## src/rtl/srio_type9_unpack_pkg.sv

```systemverilog
// Shared definitions for the SRIO type-9 unpacker: header layout, FSM encodings
// and small TKEEP helpers.
package srio_type9_unpack_pkg;

   localparam logic [3:0] FTYPE_DATASTREAM = 4'h9;

   // Header beat layout, big-endian
   localparam int HDR_COS_LSB   = 56;
   localparam int HDR_COS_W     = 8;
   localparam int HDR_FTYPE_LSB = 52;
   localparam int HDR_FTYPE_W   = 4;
   localparam int HDR_LEN_LSB   = 32;
   localparam int HDR_LEN_W     = 16;
   localparam int HDR_SID_LSB   = 16;
   localparam int HDR_SID_W     = 16;

   localparam logic [1:0] ST_HDR  = 2'd0;
   localparam logic [1:0] ST_DATA = 2'd1;
   localparam logic [1:0] ST_DROP = 2'd2;

   function automatic logic [3:0] keep_ones(input logic [7:0] keep);
      logic [3:0] n;
      n = '0;
      for (int i = 0; i < 8; i++) n = n + {3'b000, keep[i]};
      return n;
   endfunction

   function automatic logic keep_contig(input logic [7:0] keep);
      case (keep)
         8'hFF, 8'hFE, 8'hFC, 8'hF8, 8'hF0, 8'hE0, 8'hC0, 8'h80: return 1'b1;
         default:                                                return 1'b0;
      endcase
   endfunction

endpackage

```

## src/rtl/srio_type9_unpack_stats.sv

```systemverilog
// Saturating statistics counter bank for the type-9 unpacker; instanced only when
// SRIO_TYPE9_UNPACK_STATS_EN is defined.
module srio_type9_unpack_stats #(
   parameter int CNT_W = 16
) (
   input  logic             clk,
   input  logic             rst_n,
   input  logic             pkt_inc,
   input  logic             drop_inc,
   input  logic             err_inc,
   output logic [CNT_W-1:0] pkt_cnt,
   output logic [CNT_W-1:0] drop_cnt,
   output logic [CNT_W-1:0] err_cnt
);

   always_ff @(posedge clk or negedge rst_n) begin
      if (!rst_n) begin
         pkt_cnt  <= '0;
         drop_cnt <= '0;
         err_cnt  <= '0;
      end else begin
         if (pkt_inc  && (pkt_cnt  != '1)) pkt_cnt  <= pkt_cnt  + 1'b1;
         if (drop_inc && (drop_cnt != '1)) drop_cnt <= drop_cnt + 1'b1;
         if (err_inc  && (err_cnt  != '1)) err_cnt  <= err_cnt  + 1'b1;
      end
   end

endmodule

```

## src/rtl/srio_type9_unpack.sv

```systemverilog
// SRIO type-9 receive unpacker: filters on the header beat, strips it and forwards
// payload through one register stage. Statistics exist only with SRIO_TYPE9_UNPACK_STATS_EN.
module srio_type9_unpack
   import srio_type9_unpack_pkg::*;
#(
   parameter int CNT_W = 16
) (
   input  logic             AXIS_ACLK,
   input  logic             AXIS_ARESETN,
   input  logic             S_AXIS_TVALID,
   output logic             S_AXIS_TREADY,
   input  logic [63:0]      S_AXIS_TDATA,
   input  logic [7:0]       S_AXIS_TKEEP,
   input  logic             S_AXIS_TLAST,
   input  logic [31:0]      S_AXIS_TUSER,
   output logic             M_AXIS_TVALID,
   input  logic             M_AXIS_TREADY,
   output logic [63:0]      M_AXIS_TDATA,
   output logic [7:0]       M_AXIS_TKEEP,
   output logic             M_AXIS_TLAST,
   output logic [31:0]      M_AXIS_TUSER,
   input  logic             cfg_enable,
   input  logic             cfg_match_en,
   input  logic [15:0]      cfg_stream_id,
   output logic             hdr_vld,
   output logic [15:0]      hdr_stream_id,
   output logic [15:0]      hdr_length,
   output logic [7:0]       hdr_cos,
   output logic [CNT_W-1:0] pkt_cnt,
   output logic [CNT_W-1:0] drop_cnt,
   output logic [CNT_W-1:0] err_cnt
);

   logic [1:0]  state;
   logic [31:0] tuser_cap;
   logic        hdr_fire;
   logic        accept;
   logic        data_fire;
   logic [3:0]  hdr_ftype;
   logic [15:0] hdr_sid_in;

   assign hdr_ftype  = S_AXIS_TDATA[HDR_FTYPE_LSB +: HDR_FTYPE_W];
   assign hdr_sid_in = S_AXIS_TDATA[HDR_SID_LSB +: HDR_SID_W];

   assign hdr_fire  = (state == ST_HDR) && S_AXIS_TVALID;
   assign accept    = cfg_enable && (hdr_ftype == FTYPE_DATASTREAM) &&
                      (!cfg_match_en || (hdr_sid_in == cfg_stream_id));
   assign S_AXIS_TREADY = (state == ST_DATA) ? (!M_AXIS_TVALID || M_AXIS_TREADY) : 1'b1;
   assign data_fire = (state == ST_DATA) && S_AXIS_TVALID && S_AXIS_TREADY;

   // NOTE: state registers use non-blocking assignments so every flop samples pre-edge values.
   always_ff @(posedge AXIS_ACLK or negedge AXIS_ARESETN) begin
      if (!AXIS_ARESETN) begin
         state         <= ST_HDR;
         hdr_vld       <= 1'b0;
         hdr_stream_id <= '0;
         hdr_length    <= '0;
         hdr_cos       <= '0;
         tuser_cap     <= '0;
      end else begin
         hdr_vld <= 1'b0;
         case (state)
            ST_HDR: begin
               // Header-only packets carry nothing to forward and leave the FSM in HDR
               if (hdr_fire && !S_AXIS_TLAST) begin
                  if (accept) begin
                     state         <= ST_DATA;
                     hdr_vld       <= 1'b1;
                     hdr_stream_id <= hdr_sid_in;
                     hdr_length    <= S_AXIS_TDATA[HDR_LEN_LSB +: HDR_LEN_W];
                     hdr_cos       <= S_AXIS_TDATA[HDR_COS_LSB +: HDR_COS_W];
                     tuser_cap     <= S_AXIS_TUSER;
                  end else begin
                     state <= ST_DROP;
                  end
               end
            end
            ST_DATA: if (data_fire && S_AXIS_TLAST) state <= ST_HDR;
            ST_DROP: if (S_AXIS_TVALID && S_AXIS_TLAST) state <= ST_HDR;
            default: state <= ST_HDR;
         endcase
      end
   end

   // TUSER travels with each beat so a new header cannot disturb a stalled last beat
   always_ff @(posedge AXIS_ACLK or negedge AXIS_ARESETN) begin
      if (!AXIS_ARESETN) begin
         M_AXIS_TVALID <= 1'b0;
         M_AXIS_TDATA  <= '0;
         M_AXIS_TKEEP  <= '0;
         M_AXIS_TLAST  <= 1'b0;
         M_AXIS_TUSER  <= '0;
      end else if (data_fire) begin
         M_AXIS_TVALID <= 1'b1;
         M_AXIS_TDATA  <= S_AXIS_TDATA;
         M_AXIS_TKEEP  <= S_AXIS_TKEEP;
         M_AXIS_TLAST  <= S_AXIS_TLAST;
         M_AXIS_TUSER  <= tuser_cap;
      end else if (M_AXIS_TREADY) begin
         M_AXIS_TVALID <= 1'b0;
      end
   end

`ifdef SRIO_TYPE9_UNPACK_STATS_EN
   logic [16:0] byte_cnt;
   logic [16:0] byte_sum;
   logic        keep_bad;
   logic        len_err;
   logic        pkt_inc;
   logic        drop_inc;
   logic        err_inc;

   assign byte_sum = byte_cnt + {13'd0, keep_ones(S_AXIS_TKEEP)};

   always_ff @(posedge AXIS_ACLK or negedge AXIS_ARESETN) begin
      if (!AXIS_ARESETN) begin
         byte_cnt <= '0;
         keep_bad <= 1'b0;
      end else if (hdr_fire) begin
         byte_cnt <= '0;
         keep_bad <= 1'b0;
      end else if (data_fire) begin
         byte_cnt <= byte_sum;
         keep_bad <= keep_bad || !keep_contig(S_AXIS_TKEEP);
      end
   end

   assign len_err  = (byte_sum != {1'b0, hdr_length}) || keep_bad || !keep_contig(S_AXIS_TKEEP);
   assign pkt_inc  = data_fire && S_AXIS_TLAST;
   assign drop_inc = hdr_fire && !accept;
   assign err_inc  = (hdr_fire && S_AXIS_TLAST) || (pkt_inc && len_err);

   srio_type9_unpack_stats #(.CNT_W(CNT_W)) u_stats (
      .clk      (AXIS_ACLK),
      .rst_n    (AXIS_ARESETN),
      .pkt_inc  (pkt_inc),
      .drop_inc (drop_inc),
      .err_inc  (err_inc),
      .pkt_cnt  (pkt_cnt),
      .drop_cnt (drop_cnt),
      .err_cnt  (err_cnt)
   );
`else
   assign pkt_cnt  = '0;
   assign drop_cnt = '0;
   assign err_cnt  = '0;
`endif

endmodule
```

## config.mk

```make
export PLATFORM = sky130hd
export DESIGN_NAME = srio_type9_unpack
export DESIGN_NICKNAME = d
export VERILOG_FILES = /design/src/rtl/srio_type9_unpack_pkg.sv /design/src/rtl/srio_type9_unpack_stats.sv /design/src/rtl/srio_type9_unpack.sv
export SDC_FILE = /design/constraint.sdc
export NUM_CORES = 1
export LEC_CHECK = 0
export ABC_AREA = 1
export CAP_MARGIN = 5
export CORE_MARGIN = 2
export CORE_UTILIZATION = 47
export DETAILED_ROUTE_END_ITERATION = 10
export GPL_ROUTABILITY_DRIVEN = 0
export PLACE_DENSITY = 0.95
export SLEW_MARGIN = 20
export SYNTH_ARGS = -nofsm -noshare
export SYNTH_HDL_FRONTEND = slang
export SYNTH_HIERARCHICAL = 1
export SYNTH_SLANG_ARGS = --single-unit
export TNS_END_PERCENT = 30
```

## constraint.sdc

```tcl
create_clock -name AXIS_ACLK -period 2.4 [get_ports AXIS_ACLK]
set_input_delay 0.48 -clock AXIS_ACLK [delete_from_list [all_inputs] [get_ports AXIS_ACLK]]
set_output_delay 0.48 -clock AXIS_ACLK [all_outputs]
set_load 0.01 [all_outputs]
```

==> flow_summary_export.csv <==
group,metric,value,unit
run_status,status,"finished clean",
floorplanning,core_area,16400,sq um
worst_setup_path,reg2reg_slack,0.79,ns
final_layout,final_common_cell,"nand2_1",
synth,synth-seq-cells,181,
power_and_ir_drop,internal-power,0.00569,W
synth,syn_avg_cell_area,8.48,sq um
worst_setup_path,crit_path_top_delay_cell,"clkdlybuf4s50_1",
final_layout,drive_above_1_share,0.0496,
power_and_ir_drop,p_leak,5.88,nW
power_and_ir_drop,switching_power,0.00181,W
sta,slew_violations,0,
synth,synthMuxAreaShare,0,
grt,grt_remaining_overflow,0,
synth,synthTopCellsByArea,"dfrtp_1, nand2_1, nand4_1, buf_4, inv_1",
worst_setup_path,crit_required,1.92,ns
worst_setup_path,crit_type,"reg2out",
sta,fin_crit,2.21,ns
cts,cts_root_buf,"clkbuf_16",
final_layout,multi_input_area,2650,sq um
hold_path,hp-class,"reg2reg",
final_layout,num-fill-cells,1174,
floorplanning,die_x,133,um
cts,postCtsSetupBuffers,0,
grt,grt_pass1_wl,35600,um
final_layout,post_layout_nonfiller_instances,1409,
cts,path_clk_slew,0.06,ns
worst_setup_path,max_stage_delay,0.52,ns
cts,cts_resized,0,
floorplanning,initial_utilization,0.475,
drt,wirelength,21700,um
worst_setup_path,worst_setup_path_start_kind,"flip-flop",
power_and_ir_drop,pwr-share-clk,0.413,
synth,postSynthCellCount,919,
cts,h-tree-depth,4,
sta,setup_viol,0,
power_and_ir_drop,ir_worst_vdd,0.000432,V
worst_setup_path,arrival,1.73,ns
placement,io_buffers,274,
floorplanning,io_pins,323,
grt,antenna_found_initial,0,
cts,cts_tree,"yes",
drt,route.detailed.drc,0,
final_layout,regArea,4530,sq um
synth,synth_xor_area_frac,0,
final_layout,layout.nets,1303,
cts,hold_buffers,1,
worst_setup_path,crit_path_end_kind,"primary output",
sta,period_share,0.919,
sta,hold_viol,0,
cts,numClockSinks,181,
power_and_ir_drop,p_seq_frac,0.447,
power_and_ir_drop,power_switching_share,0.241,
drt,drtAntennaViolNets,0,
sta,max_freq,454,MHz
synth,yosysTopAreaCell,"dfrtp_1",
cts,clk_latency,0.43,ns
power_and_ir_drop,total_power,0.00750,W
final_layout,antennaDiodeCount,0,
job,drv_cap,0,
drt,num_vias,6960,
placement,placed_cells,1376,
drt,post_drt_via_cell_ratio,4.94,
synth,syn_area,7800,sq um
synth,synth.yosys.warnings,6,
final_layout,area_growth,44.7,%
synth,seq_area_frac_synth,0.581,
sta,rsz0062_at_grt,"no",
synth,synthSimpleGateAreaFrac,0.302,
synth,yosysTopAreaCellShare,0.581,
sta,fin_skew,0.0157,ns
floorplanning,dieArea,17600,sq um
grt,first_global_vias,6973,
floorplanning,num_rows,47,
drt,wl_per_cell,15.4,um
worst_setup_path,critPathMaxFanout,3,
grt,grt_max_degree,86,
worst_setup_path,cp_cell_sequence,"nor2_1, nand2_1, clkdlybuf4s50_1",
drt,first_iter_violations,474,
synth,synthAdderAreaFrac,0,
synth,synth-compound-area-share,0.0116,
drt,firstDrtPassIters,5,
cts,cts_made_buffers,17,
synth,synthDistinctLibCells,16,
placement,dpl.hpwl,15000,um
power_and_ir_drop,p_comb_frac,0.140,
cts,clk_path_buf_depth,2,
final_layout,layout_common_cells,"nand2_1, clkdlybuf4s50_1, dfrtp_1",
power_and_ir_drop,power.density,664,nW/um^2
synth,synth_top_family_by_area,"simple AND/OR/NAND/NOR gates",
grt,grt_use_total,0.255,
floorplanning,die_y,133,um
## stage by stage
step / hold WS (ns) / TNS, ns / cell area, sq um / utilization / setup WS (ns)
2_1_floorplan: 0.184 / 0 / 7970 / - / 0.904
3_3_place_gp: 0.450 / 0 / 10600 / 0.647 / 0.0392
3_5_place_dp: 0.442 / -3.73 / 10600 / 0.647 / -0.0926
4_1_cts: 0.473 / 0 / 11300 / 0.688 / 0.163
5_1_grt: 0.491 / 0 / 11300 / 0.688 / 0.116
6_report: 0.469 / 0 / 11300 / 0.688 / 0.195
## cells in the mapped netlist (all sizes together)
master / number
nor2: 13
nand3: 5
nand2: 485
buf: 80
nand4: 72
inv: 41
conb: 1
o21ai: 18
nor3: 1
dfrtp: 181
clkbuf: 22
## worst max-delay path: cells and delay by family (launching register included)
family	cells	cell delay, ns
DFF	1	0.39
and+or+nand+nor	2	0.40
buffers and inverters	1	0.52
## per-layer routing
metal  GRT usage  wire [um]  share of wire  vias to the layer above
li1            -          -              -                     3290
met1       0.327       8910           0.41                     3312
met2       0.412      10600           0.49                      318
met3      0.0693       1720          0.079                       40
met4       0.104        514          0.024                        0
met5           0          0              0                        -
## power by group through the flow
stage	Sequential (W)	Clock, W	Combinational (W)
after CTS	0.00335	0.00315	0.00106
after global placement	0.00339	0	0.00102
after global routing	0.00337	0.00328	0.00115
final	0.00335	0.00310	0.00105
after detailed placement	0.00340	0	0.00105
after floorplan	0.00346	0	0.000335
## final timing paths
path,start,end,depth (start not counted)
max,state[1]$_DFFE_PN0P_,S_AXIS_TREADY,3
min,hdr_length[14]$_DFFE_PN0P_,hdr_length[14]$_DFFE_PN0P_,2
max reg2reg,state[1]$_DFFE_PN0P_,M_AXIS_TDATA[44]$_DFFE_PN0P_,6
min reg2reg,hdr_length[14]$_DFFE_PN0P_,hdr_length[14]$_DFFE_PN0P_,2
max in group asynchronous,AXIS_ARESETN,M_AXIS_TDATA[57]$_DFFE_PN0P_,3
min in group asynchronous,AXIS_ARESETN,M_AXIS_TDATA[42]$_DFFE_PN0P_,2
## logic make-up after synthesis
logic type	after synthesis
other	1
AOI/OAI and AO/OA	18
and+or+nand+nor	576
DFF	181
buffers and inverters	143
## flip-flops by register name, summed over array words and instances (netlist names)
name           count
M_AXIS_TDATA      64
hdr_length        16
state              2
M_AXIS_TKEEP       8
tuser_cap         32
M_AXIS_TUSER      32
M_AXIS_TVALID      1
M_AXIS_TLAST       1
hdr_cos            8
hdr_stream_id     16
hdr_vld            1
## cell type report
class / instances / share of cell area
Sequential cell: 181 / 0.401
Timing Repair Buffer: 293 / 0.267
Multi-Input combinational cell: 642 / 0.235
Clock buffer: 19 / 0.0393
Tap cell: 220 / 0.0244
Clock inverter: 13 / 0.0192
Inverter: 41 / 0.0136
Power figures use the tool's default switching activity.
